==> src/rtl/fp_pkg.sv <==
// Shared definitions for the floating-point adder front end: alignment FSM
// state encoding, default field widths and derived width helpers.
package fp_pkg;

    typedef enum logic [1:0] {
        ST_IDLE  = 2'd0,
        ST_SHIFT = 2'd1,
        ST_DONE  = 2'd2
    } fp_state_t;

    localparam int EXP_W_DEF = 8;
    localparam int MAN_W_DEF = 23;

    // Aligned mantissa: hidden bit, fraction, then guard/round/sticky.
    function automatic int calc_aw(input int man_w);
        return man_w + 4;
    endfunction

    // Remaining-shift counter must hold any value 0..AW.
    function automatic int calc_cnt_w(input int aw);
        return $clog2(aw + 1);
    endfunction

endpackage

==> src/rtl/fp_sticky_shr.sv <==
// Combinational right shift by 0..SHIFT_STEP; every bit shifted out (and the
// old LSB) is ORed into the new LSB so sticky information is never lost.
module fp_sticky_shr
    import fp_pkg::*;
#(
    parameter int AW         = 27,
    parameter int SHIFT_STEP = 4,
    parameter int SH_W       = $clog2(SHIFT_STEP + 1)
) (
    input  logic [AW-1:0]   i_man,
    input  logic [SH_W-1:0] i_sh,
    output logic [AW-1:0]   o_man
);

    localparam logic [AW-1:0] ONE = {{(AW-1){1'b0}}, 1'b1};

    logic [AW-1:0] w_mask;
    logic [AW-1:0] w_shifted;
    logic          w_lost;

    // Mask selects exactly the bits that fall off the bottom for this shift.
    assign w_mask    = (ONE << i_sh) - ONE;
    assign w_lost    = |(i_man & w_mask);
    assign w_shifted = i_man >> i_sh;
    assign o_man     = {w_shifted[AW-1:1], w_shifted[0] | w_lost};

endmodule

==> src/rtl/fp_exp_align.sv <==
// Exponent compare and mantissa alignment for the FP adder: selects the larger
// magnitude operand and right-shifts the smaller one with sticky tracking.
module fp_exp_align
    import fp_pkg::*;
#(
    parameter int EXP_W      = EXP_W_DEF,
    parameter int MAN_W      = MAN_W_DEF,
    parameter int SHIFT_STEP = 4
) (
    input  logic                   clk,
    input  logic                   res,
    input  logic                   in_valid,
    output logic                   in_ready,
    input  logic [EXP_W+MAN_W:0]   x,
    input  logic [EXP_W+MAN_W:0]   y,
    output logic                   out_valid,
    input  logic                   out_ready,
    output logic [EXP_W-1:0]       exp_out,
    output logic [MAN_W+3:0]       man_big,
    output logic [MAN_W+3:0]       man_small,
    output logic                   sign_big,
    output logic                   sign_small,
    output logic                   swapped
);

    localparam int AW    = calc_aw(MAN_W);
    localparam int CNT_W = calc_cnt_w(AW);
    localparam int SH_W  = $clog2(SHIFT_STEP + 1);
    localparam int OP_W  = EXP_W + MAN_W + 1;

    function automatic logic [EXP_W-1:0] eff_exp(input logic [EXP_W-1:0] e);
        return (e == '0) ? EXP_W'(1) : e;
    endfunction

    function automatic logic [AW-1:0] load_man(input logic [OP_W-1:0] op);
        return {|op[OP_W-2:MAN_W], op[MAN_W-1:0], 3'b000};
    endfunction

    fp_state_t        r_state;
    logic [CNT_W-1:0] r_rem;
    logic [EXP_W-1:0] r_exp;
    logic [AW-1:0]    r_man_big;
    logic [AW-1:0]    r_man_small;
    logic             r_sign_big;
    logic             r_sign_small;
    logic             r_swapped;
    logic             r_out_valid;

    logic             w_swap;
    logic [OP_W-1:0]  w_big;
    logic [OP_W-1:0]  w_small;
    logic [EXP_W-1:0] w_eff_big;
    logic [EXP_W-1:0] w_eff_small;
    logic [EXP_W-1:0] w_diff;
    logic             w_collapse;
    logic [AW-1:0]    w_man_big;
    logic [AW-1:0]    w_man_small;
    logic [SH_W-1:0]  w_k;
    logic [CNT_W-1:0] w_rem_next;
    logic [AW-1:0]    w_shifted;

    // Magnitude compare ignores the sign; ties keep x as the big operand.
    assign w_swap      = y[OP_W-2:0] > x[OP_W-2:0];
    assign w_big       = w_swap ? y : x;
    assign w_small     = w_swap ? x : y;
    assign w_eff_big   = eff_exp(w_big[OP_W-2:MAN_W]);
    assign w_eff_small = eff_exp(w_small[OP_W-2:MAN_W]);
    assign w_diff      = w_eff_big - w_eff_small;
    assign w_collapse  = 32'(w_diff) >= 32'(AW);
    assign w_man_big   = load_man(w_big);
    assign w_man_small = load_man(w_small);

    always_comb begin
        w_k = SH_W'(r_rem);
        if (32'(r_rem) > 32'(SHIFT_STEP)) begin
            w_k = SH_W'(SHIFT_STEP);
        end
    end

    assign w_rem_next = r_rem - CNT_W'(w_k);

    fp_sticky_shr #(
        .AW         (AW),
        .SHIFT_STEP (SHIFT_STEP),
        .SH_W       (SH_W)
    ) u_shr (
        .i_man (r_man_small),
        .i_sh  (w_k),
        .o_man (w_shifted)
    );

    always_ff @(posedge clk or negedge res) begin
        if (!res) begin
            r_state      <= ST_IDLE;
            r_rem        <= '0;
            r_exp        <= '0;
            r_man_big    <= '0;
            r_man_small  <= '0;
            r_sign_big   <= 1'b0;
            r_sign_small <= 1'b0;
            r_swapped    <= 1'b0;
            r_out_valid  <= 1'b0;
        end else begin
            case (r_state)
                ST_IDLE: begin
                    if (in_valid) begin
                        r_exp        <= w_eff_big;
                        r_man_big    <= w_man_big;
                        r_sign_big   <= w_big[OP_W-1];
                        r_sign_small <= w_small[OP_W-1];
                        r_swapped    <= w_swap;
                        if (w_diff == '0) begin
                            r_man_small <= w_man_small;
                            r_out_valid <= 1'b1;
                            r_state     <= ST_DONE;
                        end else if (w_collapse) begin
                            // Everything shifts out; only the sticky survives.
                            r_man_small <= {{(AW-1){1'b0}}, |w_man_small};
                            r_out_valid <= 1'b1;
                            r_state     <= ST_DONE;
                        end else begin
                            r_man_small <= w_man_small;
                            r_rem       <= CNT_W'(w_diff);
                            r_state     <= ST_SHIFT;
                        end
                    end
                end
                ST_SHIFT: begin
                    r_man_small <= w_shifted;
                    r_rem       <= w_rem_next;
                    if (w_rem_next == '0) begin
                        r_out_valid <= 1'b1;
                        r_state     <= ST_DONE;
                    end
                end
                ST_DONE: begin
                    if (out_ready) begin
                        r_out_valid <= 1'b0;
                        r_state     <= ST_IDLE;
                    end
                end
                default: begin
                    r_out_valid <= 1'b0;
                    r_state     <= ST_IDLE;
                end
            endcase
        end
    end

    assign in_ready   = (r_state == ST_IDLE);
    assign out_valid  = r_out_valid;
    assign exp_out    = r_exp;
    assign man_big    = r_man_big;
    assign man_small  = r_man_small;
    assign sign_big   = r_sign_big;
    assign sign_small = r_sign_small;
    assign swapped    = r_swapped;

endmodule
==> config.mk <==
export PLATFORM = sky130hd
export DESIGN_NAME = fp_exp_align
export DESIGN_NICKNAME = d
export VERILOG_FILES = /design/src/rtl/fp_pkg.sv /design/src/rtl/fp_sticky_shr.sv /design/src/rtl/fp_exp_align.sv
export SDC_FILE = /design/constraint.sdc
export NUM_CORES = 1
export LEC_CHECK = 0
export CAP_MARGIN = 30
export CORE_MARGIN = 5
export CORE_UTILIZATION = 30
export CTS_BUF_LIST = sky130_fd_sc_hd__clkbuf_8 sky130_fd_sc_hd__clkbuf_16
export CTS_CLUSTER_DIAMETER = 30
export CTS_CLUSTER_SIZE = 24
export DETAILED_ROUTE_END_ITERATION = 10
export SYNTH_ARGS = -nofsm -noshare
export SYNTH_HDL_FRONTEND = slang
export SYNTH_SLANG_ARGS = --single-unit
==> constraint.sdc <==
create_clock -name clk -period 3 [get_ports clk]
set_input_delay 0.6 -clock clk [delete_from_list [all_inputs] [get_ports clk]]
set_output_delay 0.6 -clock clk [all_outputs]
set_load 0.1 [all_outputs]
# --- Word level (Yosys, flattened, before mapping) ---
# Cells that the tools add are included.
word_totals:
  ff_bits: 70
  inputBits: 68
op_classes:
  n_addsub: 3
  order_cmp: 3
  n_eq_ne: 8
  shifts: 2
  muxes: 25
  bitwise_logic: 2
  n_reduce_logical: 15
op_table:
  columns: ["op", "n"]
  rows:
  - ["27-bit two-way mux", 3]
  - ["32-bit two-way mux", 2]
  - ["27-bit one-hot mux with 2 select lines", 1]
  - ["31-bit greater-than comparator", 1]
  - ["31-bit OR reduction", 1]
  - ["27-bit bitwise AND", 1]
  - ["27-bit OR reduction", 1]
  - ["1-bit by 3-bit left shift with 27-bit output, first input constant", 1]
  - ["27-bit by 3-bit right shift with 27-bit output", 1]
  - ["27-bit by 1-bit subtractor with 27-bit output, second input constant", 1]
  - ["8-bit zero test", 3]
  - ["8-bit two-way mux", 2]
  - ["8-bit OR reduction", 2]
  - ["5-bit two-way mux", 3]
  - ["2-bit two-way mux", 5]
  - ["2-bit != test, second input constant", 5]
  - ["5-bit one-hot mux with 2 select lines", 1]
  - ["8-bit by 5-bit >= comparator with 1-bit output, second input constant", 1]
  - ["4-bit AND reduction", 2]
  - ["8-bit subtractor", 1]
  - ["2-bit one-hot mux with 3 select lines", 1]
  - ["5-bit by 3-bit greater-than comparator with 1-bit output, second input constant", 1]
  - ["5-bit zero test", 1]
  - ["1-bit two-way mux", 5]
  - ["11 further kinds", 12]

# --- Longest topological paths before layout ---
depth:
  ltp_word: 10
  depth_mapped: 23
  mapped_depth_nobuf: 20

# --- Cells and area by module ---
# Synthesis repeated with hierarchy kept, for this count alone.
hier_totals:
  hier_cells: 705
  hier_area_um2: 6190.9
modules_own_cells:
  columns: ["module", "n_inst", "cells_per_inst", "area_per_inst_um2", "seq_area_each_um2"]
  rows:
  - ["fp_exp_align", 1, 553, 5052.3, 1751.7]
  - ["fp_sticky_shr", 1, 152, 1138.6, 0.0]

# --- Worst setup path after synthesis ---
# No wires, ideal clock.
synth_path:
  path_type: "input-to-reg"
  start: "input port x[22]"
  end: "register r_rem[1]"
  setup_time_ns: 0.128
  t_arrival_ns: 4.961
  required_ns: 2.872
  slack_ns: -2.088
  stages: 21
  path_buffers: 2
  cell_sequence: "inv_1 ha_1 nand4_1 or4_1 nor4_1 a21oi_1 o21ai_2 buf_12 buf_12 mux2i_1 ha_1 inv_1 fa_1 a21o_1 a21oi_1 xor2_1 o21ai_0 or4_1 and3_4 o31ai_4 mux2_1"
synth_via:
  elab_chain_cells: 9
synth_lines:
  columns: ["element", "line_no", "text"]
  rows:
  - ["start, declared", "fp_exp_align.sv:14", "input logic [EXP_W+MAN_W:0] x,"]
  - ["31-bit greater-than comparator (*)", "fp_exp_align.sv:63", "assign w_swap = y[OP_W-2:0] > x[OP_W-2:0];"]
  - ["32-bit two-way mux, on equally long branches", "fp_exp_align.sv:64, fp_exp_align.sv:65", null]
  - ["8-bit zero test", "fp_exp_align.sv:32", "return (e == '0) ? EXP_W'(1) : e;"]
  - ["8-bit two-way mux", "fp_exp_align.sv:32", null]
  - ["8-bit subtractor (*)", "fp_exp_align.sv:68", "assign w_diff = w_eff_big - w_eff_small;"]
  - ["parallel branches: the longest is 4 deep, another holds 8-bit by 5-bit >= comparator with 1-bit output", null, null]
  - ["end signal, assigned", "fp_exp_align.sv:123", "r_rem <= CNT_W'(w_diff);"]
  - ["end signal, assigned", "fp_exp_align.sv:130", "r_rem <= w_rem_next;"]
  - ["end, declared", "fp_exp_align.sv:40", "logic [CNT_W-1:0] r_rem;"]
# Mark *: on every way between the ends. The select of a mux whose other input is x is not followed.
# A chain may end at the register's enable or synchronous reset.

# --- Worst setup path in the final report ---
layout_path:
  start: "input port x[17]"
  end: "register r_rem[1]"
layout_via:
  elab_chain_cells: 9
layout_lines:
  columns: ["element", "line_no", "text"]
  rows:
  - ["31-bit greater-than comparator (*)", "fp_exp_align.sv:63", null]
  - ["32-bit two-way mux (*)", "fp_exp_align.sv:64", "assign w_big = w_swap ? y : x;"]
  - ["8-bit zero test", "fp_exp_align.sv:32", null]
  - ["8-bit two-way mux (*)", "fp_exp_align.sv:32", null]
  - ["net w_eff_big[1]", "fp_exp_align.sv:52", "logic [EXP_W-1:0] w_eff_big;"]
  - ["8-bit subtractor (*)", "fp_exp_align.sv:68", null]
  - ["parallel branches: the longest is 4 deep, another holds 8-bit by 5-bit >= comparator with 1-bit output", null, null]
# Mark *: on every way through the listed nets, which the timed path passes. The select of a mux whose other input is x is not followed.

==> flow_summary.yaml <==
timing:
  timing.final.ws_setup_ps: -1652
  max_slew_margin: 0.4417
  hold_slack_ps: 196.6
  fin_crit_ps: 4652
  setup-tns-final_ps: -49130
  fin_worst_skew_ps: 8.610
  finalSetupViolCount: 59
  tightest_slew_ps: 837.4
  finalHoldViolations: 0
  fmax_mhz: 214.9
  period_share: 1.551
  rsz0062_at_grt: "true"
  drv_slew: 0
routing:
  wl_per_cell_um: 17.26
  drc: 0
  drt-pass1-iter-count: 4
  drt_iter0_markers: 365
  wl_mm: 20.12
  drtAntennaViolNets: 0
  num_vias: 5841
  viasPerCell: 5.009
cts:
  ctsHtreeMaxLevel: 3
  clockBufferDepth: 2
  ctsHoldBuffers: 0
  cts_tree: "yes"
  cts_made_buffers: 9
  cts_sinks: 70
  cts_root_buf: "clkbuf_16"
  clock_latency_ps: 350
  clkTransAtPathRegs_ps: 60
setup_path:
  cp_max_fo: 5
  cp.arrival_ps: 4880
  crit_type: "in -> reg"
  endpoint_kind: "register"
  cp-startpoint: "x[17]"
  r2r_setup_slack_ps: 170
  r2r.worst_path.cells: 10
  crit_required_ps: 3230
  worstReg2RegStart: "r_rem[4]"
  crit_end: "r_rem[1]"
  r2r-end: "man_small[0]"
  start_kind: "primary input"
power:
  p_leak_nw: 4.226
  ir_drop_v: 0.0007491
  powerDensity_mw_per_mm2: 1012
  finalPower_mw: 9.139
floorplanning:
  num_rows: 51
  dieArea_mm2: 0.02245
  die_w_um: 149.8
  initial_utilization: 0.3034
  io_pins: 135
  die_y_um: 149.8
  core_mm2: 0.01933
global_routing:
  antenna_found_initial: 5
  grt_pass1_vias: 5851
  grt_pass1_wl_mm: 31.68
  grt_max_degree: 71
  grt_overflow: 0
  grt_usage: 0.1794
place:
  placed_cell_area_mm2: 0.008082
  place_hpwl_mm: 14.65
  pre_cts_ws_ps: -2464
  gp_congestion: 0.8738
  place_inst: 1127
  port_buffers: 131
final_layout:
  nets: 1005
  fin_area_mm2: 0.009027
  stdcell_count: 1166
  drive_gt1_frac: 0.4283
  final_util: 0.4669
  area_growth_pct: 53.90
logic_synthesis:
  ys_ff_latch: 70
  async_flop_share: 1.000
  yosysMostFrequentCell: "nand2_1"
  yosys-top-cells-area: "dfrtp_1, mux2i_1, ha_1"
  yosys_most_used_dff: "dfrtp_1"
  synth-edff-count: 0
  netlist_area_mm2: 0.005866
  synth_common_cells: "nand2_1, a21oi_1, dfrtp_1"
  synth_cell_types: 56
  synthDominantCellAreaShare: 0.2986
  synth_area_leader_cell: "dfrtp_1"
  syn_inst: 653
  yosysSeqAreaShare: 0.2986
  synth_area_per_cell_um2: 8.983
  yosysWarnings: 0
min_path:
  hp-class: "in -> async"
run:
  max-cap-violations: 0
run_status:
  violations: "negative setup slack"
  status: "finished with violations"
-- kinds of logic (layout without fill, tap and decap cells) --
logic type / Yosys count / after routing / share of synthesized area
simple gates: 184 / 184 / 0.1480
compound gates: 179 / 179 / 0.1713
mux: 93 / 93 / 0.2084
buf+inv: 76 / 317 / 0.07018
flops: 70 / 70 / 0.2986
fa+ha+maj: 44 / 44 / 0.09471
xor+xnor: 5 / 5 / 0.007466
other cells: 2 / 9 / 0.001280
-- area by class of cell --
cell class                 count  area [um^2]
sequential                    70         1752
clock inverter                 7        61.31
timing repair buffer         266         2203
tap                          265        331.6
fill                        1870        10310
antenna                        2        5.005
multi-input combinational    512         4293
inverter                      35        156.4
clock buffer                   9        225.2
-- routing by layer --
metal  GRT usage  part of all wire  vias to the layer above  routed length [um]
met4     0.05764             0.022                        6                 448
li1            -                 -                     2878                   -
met5           0            0.0013                        -                  26
met3     0.03755             0.048                       34                 963
met2      0.2875              0.48                      150                9694
met1      0.2426              0.45                     2773                8988
-- where the power goes --
group,total (mW),internal (mW),switching [mW]
combinational,6.25,1.89,4.37
sequential,1.81,1.35,0.461
clock,1.07,0.578,0.496
total,9.14,3.81,5.32
-- flip-flops by register name, indices dropped and copies added (netlist names) --
signal      cells
out_valid       1
exp_out         8
r_state         2
swapped         1
man_small      27
man_big        24
r_rem           5
sign_small      1
sign_big        1
-- worst max-delay path: stages --
cell and delay, ps:
buf_12 90, inv_12 30, ha_4 250, nand4_1 130, or4_4 580, nor4_4 250, a21oi_2 110, o21ai_4 120
buf_6 140, mux2_4 310, fa_2 390, a21o_1 170, a21oi_2 130, xor2_1 180, o21ai_1 90, or4_4 530
and3_4 200, o31ai_4 260, mux2_4 320
-- cells in the final DEF (no fill, tap or decap), types with 4 or more instances in the layout --
master             n
inv_6              4
nand2_1           90
buf_12             4
inv_1             21
ha_1              18
o21a_1             4
clkdlybuf4s50_1    4
nand2_2            5
buf_2             12
ha_4              19
nor2_1            19
mux4_2            20
mux2_2             7
nor3_2             4
inv_2             10
o21ai_1           45
nor3_1             9
ha_2               5
buf_4            185
a21oi_2           16
dfrtp_1           70
nor2b_1            4
o21ai_2           15
a21oi_1           58
clkbuf_2           5
nand4_1            9
nor4_1            15
buf_6             15
mux2i_1           58
o21ai_0           12
conb_1             7
clkbuf_16         10
mux2_4             8
dlygate4sd2_1     29
-- worst min-delay path by stage --
stage,endpoint,slack [ps],cells after the start,start
2_1_floorplan,exp_out[0],300,0,res
3_3_place_gp,exp_out[0],470,2,exp_out[0]
3_5_place_dp,swapped,480,2,swapped
4_1_cts,exp_out[5],440,1,res
5_1_grt,exp_out[5],220,1,res
6_report,exp_out[5],200,1,res
-- timing repair --
item / CTS / global route
buffers inserted: 10 / 8
gates resized for setup: 211 / 61
pin swaps: 52 / 41
endpoints found under the hold margin: 0 / 0
endpoints found under the setup margin: 68 / 63
cloned: 2 / 1
Note: power is estimated with default switching activity, not from simulation.
